===== src/rtl/regfile_write_queue.sv =====
// regfile_write_queue
//   Write-back buffer in front of the 32 x 32-bit register file. Write
//   requests from the write-back stage are queued in order, and then retired
//   one per granted write slot. Each retirement is a registered one-hot write
//   enable plus data. Read-side hazard lookup reports whether a register still
//   has a write pending.
//
//   Optional feature macro: WB_BYPASS_EN. When it is defined, the youngest
//   pending data for Rd_Addr is forwarded on Rd_Fwd_Data. When it is not
//   defined, Rd_Fwd_Valid and Rd_Fwd_Data are tied to 0.
//
// Parameters
//   DEPTH   queue entries (power of two, 2..16)
//   ADDR_W  register address width
//   DATA_W  register data width
//
// Ports
//   Clk           clock, rising edge
//   Reset         asynchronous reset, active low
//   In_Valid      write request present
//   In_Ready      queue can accept a request (depends only on the registered count)
//   In_Addr       destination register of the request
//   In_Data       data of the request
//   Drain_En      register file write slot granted this cycle
//   RF_WE         registered one-hot write enable, one bit per register
//   RF_Data       registered write data presented to all registers
//   Rd_Addr       read address to check for pending writes
//   Rd_Pending    a write to Rd_Addr is queued or in flight
//   Rd_Fwd_Valid  Rd_Fwd_Data is valid (bypass build only)
//   Rd_Fwd_Data   youngest pending data for Rd_Addr (bypass build only)
//   Count         number of queued entries
module regfile_write_queue #(
  parameter int DEPTH  = 4,
  parameter int ADDR_W = 5,
  parameter int DATA_W = 32
) (
  input  logic                      Clk,
  input  logic                      Reset,
  input  logic                      In_Valid,
  output logic                      In_Ready,
  input  logic [ADDR_W-1:0]         In_Addr,
  input  logic [DATA_W-1:0]         In_Data,
  input  logic                      Drain_En,
  output logic [(2**ADDR_W)-1:0]    RF_WE,
  output logic [DATA_W-1:0]         RF_Data,
  input  logic [ADDR_W-1:0]         Rd_Addr,
  output logic                      Rd_Pending,
  output logic                      Rd_Fwd_Valid,
  output logic [DATA_W-1:0]         Rd_Fwd_Data,
  output logic [$clog2(DEPTH):0]    Count
);

  localparam int PTR_W = $clog2(DEPTH);
  localparam int CNT_W = PTR_W + 1;
  localparam int NREG  = 2 ** ADDR_W;

  // Entry storage. Hazard lookup compares every slot at the same time, so
  // these arrays are plain registers and are read without a clock.
  logic [ADDR_W-1:0] addr_mem [DEPTH];
  logic [DATA_W-1:0] data_mem [DEPTH];

  logic [PTR_W-1:0]  wr_ptr_reg;
  logic [PTR_W-1:0]  rd_ptr_reg;
  logic [CNT_W-1:0]  count_reg;
  logic [CNT_W-1:0]  count_next;
  logic [NREG-1:0]   rf_we_reg;
  logic [DATA_W-1:0] rf_data_reg;

  logic              enq_fire;
  logic              store;
  logic              deq;
  logic [DEPTH-1:0]  slot_hit;
  logic              rd_pending;

  assign In_Ready = (count_reg < CNT_W'(DEPTH));
  assign enq_fire = In_Valid && In_Ready;
  // Writes to r0 complete the handshake, but they are dropped here. They
  // never occupy a slot.
  assign store    = enq_fire && (In_Addr != '0);
  // Drain uses the registered count. An entry that is enqueued on this edge
  // cannot drain before the next edge.
  assign deq      = Drain_En && (count_reg != '0);

  always_comb begin
    count_next = count_reg;
    case ({store, deq})
      2'b10:   count_next = count_reg + 1'b1;
      2'b01:   count_next = count_reg - 1'b1;
      default: count_next = count_reg;
    endcase
  end

  always_ff @(posedge Clk or negedge Reset) begin
    if (!Reset) begin
      wr_ptr_reg  <= '0;
      rd_ptr_reg  <= '0;
      count_reg   <= '0;
      rf_we_reg   <= '0;
      rf_data_reg <= '0;
    end else begin
      count_reg <= count_next;
      if (store) begin
        wr_ptr_reg <= wr_ptr_reg + 1'b1;
      end
      if (deq) begin
        rd_ptr_reg  <= rd_ptr_reg + 1'b1;
        rf_we_reg   <= {{(NREG-1){1'b0}}, 1'b1} << addr_mem[rd_ptr_reg];
        rf_data_reg <= data_mem[rd_ptr_reg];
      end else begin
        rf_we_reg <= '0;
      end
    end
  end

  // Slot contents are only meaningful while the slot is inside the valid
  // window, so they are not cleared on reset.
  always_ff @(posedge Clk) begin
    if (store) begin
      addr_mem[wr_ptr_reg] <= In_Addr;
      data_mem[wr_ptr_reg] <= In_Data;
    end
  end

  // A slot is live when its distance from the head is less than the count.
  // The subtraction wraps modulo DEPTH, so this check also works after the
  // pointers have wrapped.
  generate
    for (genvar gi = 0; gi < DEPTH; gi++) begin : g_slot
      logic [PTR_W-1:0] age;
      assign age          = PTR_W'(gi) - rd_ptr_reg;
      assign slot_hit[gi] = ({1'b0, age} < count_reg) && (addr_mem[gi] == Rd_Addr);
    end
  endgenerate

  assign rd_pending = (Rd_Addr != '0) && ((|slot_hit) || rf_we_reg[Rd_Addr]);

  assign RF_WE      = rf_we_reg;
  assign RF_Data    = rf_data_reg;
  assign Count      = count_reg;
  assign Rd_Pending = rd_pending;

`ifdef WB_BYPASS_EN
  logic [DATA_W-1:0] fwd_data;
  logic [PTR_W-1:0]  fwd_idx;

  // The scan runs from oldest to newest, and a later hit overrides an earlier
  // one, so the youngest queued write wins. The in-flight RF_Data is the
  // starting value. It is used only when no queued entry matches.
  always_comb begin
    fwd_data = rf_data_reg;
    fwd_idx  = rd_ptr_reg;
    for (int k = 0; k < DEPTH; k++) begin
      fwd_idx = rd_ptr_reg + PTR_W'(k);
      if (slot_hit[fwd_idx]) begin
        fwd_data = data_mem[fwd_idx];
      end
    end
  end

  assign Rd_Fwd_Valid = rd_pending;
  assign Rd_Fwd_Data  = rd_pending ? fwd_data : '0;
`else
  assign Rd_Fwd_Valid = 1'b0;
  assign Rd_Fwd_Data  = '0;
`endif

endmodule


===== config.mk =====
export PLATFORM = sky130hd
export DESIGN_NAME = regfile_write_queue
export DESIGN_NICKNAME = d
export VERILOG_FILES = /design/src/rtl/regfile_write_queue.sv
export SDC_FILE = /design/constraint.sdc
export NUM_CORES = 1
export LEC_CHECK = 0
export CAP_MARGIN = 30
export CORE_MARGIN = 2
export CORE_UTILIZATION = 30
export CTS_CLUSTER_DIAMETER = 80
export DETAILED_ROUTE_END_ITERATION = 10
export PLACE_DENSITY = 0.6
export SLEW_MARGIN = 20
export SYNTH_ARGS = -nofsm -noshare
export SYNTH_HDL_FRONTEND = slang
export SYNTH_SLANG_ARGS = --single-unit

===== constraint.sdc =====
create_clock -name Clk -period 4.7 [get_ports Clk]
set_input_delay 0.94 -clock Clk [delete_from_list [all_inputs] [get_ports Clk]]
set_output_delay 0.94 -clock Clk [all_outputs]
set_load 0.03 [all_outputs]

==> key figures, run 1 <==
Status
  • Status: completed

Synthesis
  • Avg Inst Size Synth: about 16 sq um
  • Yosys cell types: 36
  • Synth Cell Area: between 8000 and 9000 sq um
  • Dominant cell by count in the synthesized netlist: edfxtp_1
  • Fraction of registers with async set/reset: between 30% and 40%
  • Synth top area share: 50.4%
  • Cell taking the most area after synthesis: edfxtp_1
  • Top post-synthesis cells by area: edfxtp_1 50%, dfrtp_1 20%, mux4_2 11%
  • FF+latch count, synth: around 220
  • Post-synth EDFFs: 148
  • Post-synth top flop: edfxtp_1
  • Sequential fraction of the synthesis area: 70.5%
  • Cells after Synth: 550
  • Top post-synthesis cells by count: 148 x edfxtp_1, 104 x nand2_1, 71 x dfrtp_1
  • Yosys warnings: 0

Clock tree
  • CTS root buf: clkbuf_16
  • Post-cts sizing count: 0
  • Setup bufs post-CTS: 0
  • Clk buf depth: 3
  • Max H-tree Level: 1
  • CTS clock-pin slew for the worst setup and hold paths: 0.06 ns
  • CTS tree: done
  • CTS sink cnt: approximately 220
  • Total CTS buffers: 26
  • Worst-Skew Late Latency: 0.52 ns
  • Count of hold buffers inserted by post-cts repair: 0

Setup path
  • Critical Path Fanout Max: 13
  • WS Path Type: input port to output port
  • Origin of the critical flop-to-flop path: Count[2]$_DFFE_PN0P_
  • Worst reg2reg endpoint: data_mem[2][15]$_DFFE_PP_
  • CP endpoint kind: output port
  • CP required: around 3.8 ns
  • CP arrival: 3.34 ns
  • Worst R2R Path Depth: 4
  • Critical Path Start: Rd_Addr[1]
  • FF-to-FF setup slack: 2.33 ns
  • CP startpoint kind: input port

Timing
  • Worst-Margin Slew: 0.723 ns
  • Final Hold Fails: 0
  • RSZ-0062 raised after global routing: no
  • Number of setup violations in the final report: 0
  • Tcrit/Tclk final: between 90% and 100%
  • Setup TNS: 0 ns
  • Clk_skew: between 0.009 and 0.01 ns
  • Slew HR: 51.8%
  • Hold_ws: between 0.3 and 0.4 ns
  • Min Tclk post-route: ~4.3 ns
  • Fmax: roughly 0.23 GHz
  • Slew Limit Fails: 0

Routing
  • Max Used Layer: met4
  • Met3 wire length: ~1000 um
  • DR pass1 iterations: 4
  • Wl on met1: around 8300 um
  • Vias: ~4700
  • Vias per inst: 4.36
  • Met2 routed WL: 9000 um
  • Initial DRC count: 217
  • Post-DR wirelength/cell: 17.2 um
  • Drt total wl: 18700 um
  • Antenna Nets Post-Route: 0
  • DRC violations left: 0

Die
  • Core area: just under 30000 sq um
  • Rows: 62
  • Die area: 30800 sq um
  • Initial Utilization: 30.6%
  • Die width: 176 um
  • Die Y-Extent: 176 um
  • # IOs: 148

Cells and area
  • Area growth, synth to finish: 27.4%
  • Antenna diode count: 0
  • Nets: 738
  • Share of cells above drive strength 1: between 10% and 20%
  • Max reg flops: between 100 and 150
  • Reg with most FFs: data_mem
  • Final Instance Count excl. Fillers: about 1100

Global routing
  • Number of global-route vias before repair: 4998
  • Antenna violations before repair: 1
  • GRT Overall Usage: about an eighth
  • Grt ovf: 0
  • Pin count of the biggest net entering global routing: 49
  • First-pass GRT wire length: ~30000 um

Place
  • Dpl hpwl: 11900 um
  • Dpl cells: 1038
  • RD Place Congestion: between 0.7 and 0.8
  • PortBufs: 114

Pwr
  • Power Density: 604 nW/um^2
  • VDD IR max: 0.362 mV
  • Pwr Total: approximately 0.0068 W
  • Leakage: 4.26 nW

Flow run
  • Number of max-cap violations: 0

Hold path
  • Hold crit path type: input port to asynchronous set/reset pin
## cell families after synthesis
logic type | count (synthesis) | share of synthesized area (%)
compound gates | 13 | 0.950
simple gates | 166 | 7.73
other cells | 1 | 0.0425
xor+xnor | 27 | 2.68
buf+inv | 66 | 4.35
flops | 219 | 70.5
fa+ha+maj | 10 | 1.50
mux | 48 | 12.3
## power by group
part	switching, W	internal (W)
Combinational	0.00127	0.000909
Sequential	0.000190	0.00245
Clock	0.000765	0.00120
## final cells by class
| class | instances | area (sq um) |
|---|---|---|
| clock buffer | 33 | 687 |
| clock inverter | 15 | 169 |
| fill | 2696 | 17600 |
| inverter | 13 | 48.8 |
| multi-input combinational | 297 | 2360 |
| sequential | 219 | 6230 |
| tap | 384 | 480 |
| timing repair buffer | 125 | 1270 |
## critical path: stages
cell and delay, ns:
clkdlybuf4s50_1 0.51, buf_12 0.16, mux4_1 0.58, mux4_2 0.46, mux2_2 0.27, o22a_1 0.17
dlymetal6s2s_1 0.24
## layer usage
| metal | vias up | GRT usage, % |
|---|---|---|
| met5 | - | 0 |
| met4 | 0 | 2.89 |
| met3 | 26 | 2.62 |
| met2 | 152 | 20.9 |
| met1 | 2375 | 16.4 |
| li1 | 2187 | - |
## placed cells by master, fill, tap and decap left out, drive strengths merged, types with 12 or more instances in the layout
master / count
nand2: 104
clkdlybuf4s50: 112
conb: 33
inv: 13
mux4: 47
xor2: 18
nor2: 36
edfxtp: 148
buf: 12
dfrtp: 71
clkbuf: 33
## per-stage QoR
step	util [%]	cell area [sq um]	setup slack, ns
after floorplan	-	8940	1.11
after detailed placement	36.0	10400	0.0598
after global placement	35.9	10400	0.0789
final	38.9	11200	0.417
after CTS	38.9	11200	0.0395
after global routing	38.9	11200	0.335
## how the worst max path moves through the flow
stage | end | depth (start not counted)
floorplan | Rd_Pending | 5
global placement | Rd_Pending | 7
detailed placement | Rd_Pending | 7
CTS | Rd_Pending | 7
global route | Rd_Pending | 7
finish | Rd_Pending | 7
No activity file was read; power rests on OpenSTA's default activity.
==> run 2, diff against run 1 <==
--- a/config.mk
+++ b/config.mk
@@ -10,7 +10,7 @@
 export CORE_UTILIZATION = 30
 export CTS_CLUSTER_DIAMETER = 80
 export DETAILED_ROUTE_END_ITERATION = 10
-export PLACE_DENSITY = 0.6
+export PLACE_DENSITY = 0.62
 export SLEW_MARGIN = 20
 export SYNTH_ARGS = -nofsm -noshare
 export SYNTH_HDL_FRONTEND = slang
==> constraint.sdc (replaced) <==
create_clock -name Clk -period 3.65 [get_ports Clk]
set_input_delay 0.73 -clock Clk [delete_from_list [all_inputs] [get_ports Clk]]
set_output_delay 0.73 -clock Clk [all_outputs]
set_load 0.03 [all_outputs]
==> key figures, run 2 (synthesis results as in run 1) <==
Status
  • Status: completed

Routing
  • DR pass1 iterations: 6
  • Vias: 4752
  • Antenna Nets Post-Route: 0
  • Post-DR wirelength/cell: 17.1 um
  • Vias per inst: 4.36
  • Drt total wl: 18700 um
  • Initial DRC count: 235
  • DRC violations left: 0

Cells and area
  • Post-Layout Inst Area: 11300 sq um
  • Nets: 744
  • Reg with most FFs: data_mem
  • Post-layout util: 39.1%
  • Commonest non-fill, non-tap cell in the layout: edfxtp_1
  • Antenna diode count: 0
  • Area growth, synth to finish: 27.9%
  • Share of cells above drive strength 1: around 16%
  • Most frequent cells in the layout: 148 x edfxtp_1, 111 x clkdlybuf4s50_1, 104 x nand2_1, 69 x dfrtp_1, 44 x mux4_2
  • Final Instance Count excl. Fillers: 1091
  • Max reg flops: 128

Pwr
  • Pwr Total: 0.00870 W
  • Pint: 0.00584 W
  • Clock network fraction of total power: approximately 29%
  • VDD IR max: around 0.57 mV
  • Seq pwr share: about two fifths
  • Leakage: roughly 4.3 nW
  • Sw Share: about 33%
  • Sw Pwr: about 0.0029 W
  • Comb pwr share: 32.4%
  • Power Density: 771 nW/um^2

Timing
  • Slew HR: a little under half
  • Tcrit/Tclk final: 97.5%
  • Min Tclk post-route: 3.56 ns
  • RSZ-0062 raised after global routing: no
  • Worst-Margin Slew: between 0.8 and 0.9 ns
  • Clk_skew: 0.0134 ns
  • Hold_ws: 0.222 ns
  • Number of setup violations in the final report: 0
  • Slew Limit Fails: 0
  • Final Hold Fails: 0
  • Fmax: 0.281 GHz

Die
  • Core area: 28900 sq um
  • Rows: 62
  • Die area: 30800 sq um
  • Die Y-Extent: 176 um
  • # IOs: 148
  • Die width: 176 um
  • Initial Utilization: between 30% and 40%

Global routing
  • Antenna violations before repair: 0
  • Grt ovf: 0
  • GRT Overall Usage: 12.4%
  • Pin count of the biggest net entering global routing: 43
  • Number of global-route vias before repair: 5085
  • First-pass GRT wire length: 29400 um

Setup path
  • WS Path Type: input port to output port
  • CP arrival: around 2.8 ns
  • CP startpoint kind: input port
  • Critical Path Fanout Max: 5
  • CP required: 2.92 ns
  • CP endpoint kind: output port

Clock tree
  • CTS root buf: clkbuf_16
  • Max H-tree Level: 1
  • Clk buf depth: 3
  • CTS sink cnt: 219
  • CTS clock-pin slew for the worst setup and hold paths: 0.06 ns
  • Total CTS buffers: 25
  • CTS tree: done
  • Worst-Skew Late Latency: 0.52 ns

Place
  • PortBufs: 114
  • RD Place Congestion: 0.762
  • Placement Cell Area: 10400 sq um
  • Dpl hpwl: 12100 um
  • Dpl cells: approximately 1000

Flow run
  • Number of max-cap violations: 0

Hold path
  • Hold crit path type: input port to asynchronous set/reset pin
run 2: worst paths after layout:
check	cells past startpoint	slack (ns)	end	from
worst max-delay path	7	0.09	Rd_Pending	Rd_Addr[1]
worst min-delay path	1	0.22	RF_Data[28]$_DFFE_PN0P_	Reset
worst max register to register	5	1.16	RF_WE[8]$_DFF_PN0_	rd_ptr_reg[0]$_DFFE_PN0P_
worst min register to register	2	0.47	RF_Data[29]$_DFFE_PN0P_	RF_Data[29]$_DFFE_PN0P_
max in group asynchronous	2	2.83	rd_ptr_reg[0]$_DFFE_PN0P_	Reset
min in group Clk	2	0.47	RF_Data[29]$_DFFE_PN0P_	RF_Data[29]$_DFFE_PN0P_
run 2: power by group through the flow:
stage	sequential (W)	clock [W]	combinational (W)
after global placement	0.00344	0	0.00286
after floorplan	0.00382	0	0.00146
after detailed placement	0.00344	0	0.00289
final	0.00339	0.00249	0.00282
after global routing	0.00344	0.00267	0.00312
after CTS	0.00340	0.00256	0.00290
run 2: layer usage:
metal | global-route usage, % | share of wire, % | up-vias
met5 | 0 | 0 | -
met1 | 15.7 | 42 | 2365
met2 | 21.3 | 49 | 163
li1 | - | - | 2195
met3 | 3.12 | 6.7 | 29
met4 | 2.86 | 2.1 | 0
run 2: layout make-up:
type	instances	area, sq um
Clock buffer	33	706
Clock inverter	13	136
Tap cell	384	480
Sequential cell	219	6230
Inverter	13	48.8
Multi-Input combinational cell	297	2360
Fill cell	2710	17600
Timing Repair Buffer	132	1330
run 2: per-stage QoR:
stage,setup slack (ns),TNS (ns)
finish,0.0928,0
global route,0.0304,0
CTS,0.0421,0
detailed placement,-0.523,-0.523
global placement,-0.532,-0.532
floorplan,0.484,0
run 2: worst max-delay path, stage by stage:
cell	delay, ns
clkdlybuf4s15_1	0.24
bufbuf_16	0.29
mux4_2	0.48
mux4_2	0.47
mux2_2	0.27
o22a_1	0.17
buf_2	0.17
run 2: repair_timing:
action | 4_1_cts | 5_1_grt
resized for setup | 6 | 1
hold buffers | 0 | 0
buffers inserted | 0 | 0
gates cloned | 1 | 0
setup endpoints to repair | 1 | 1
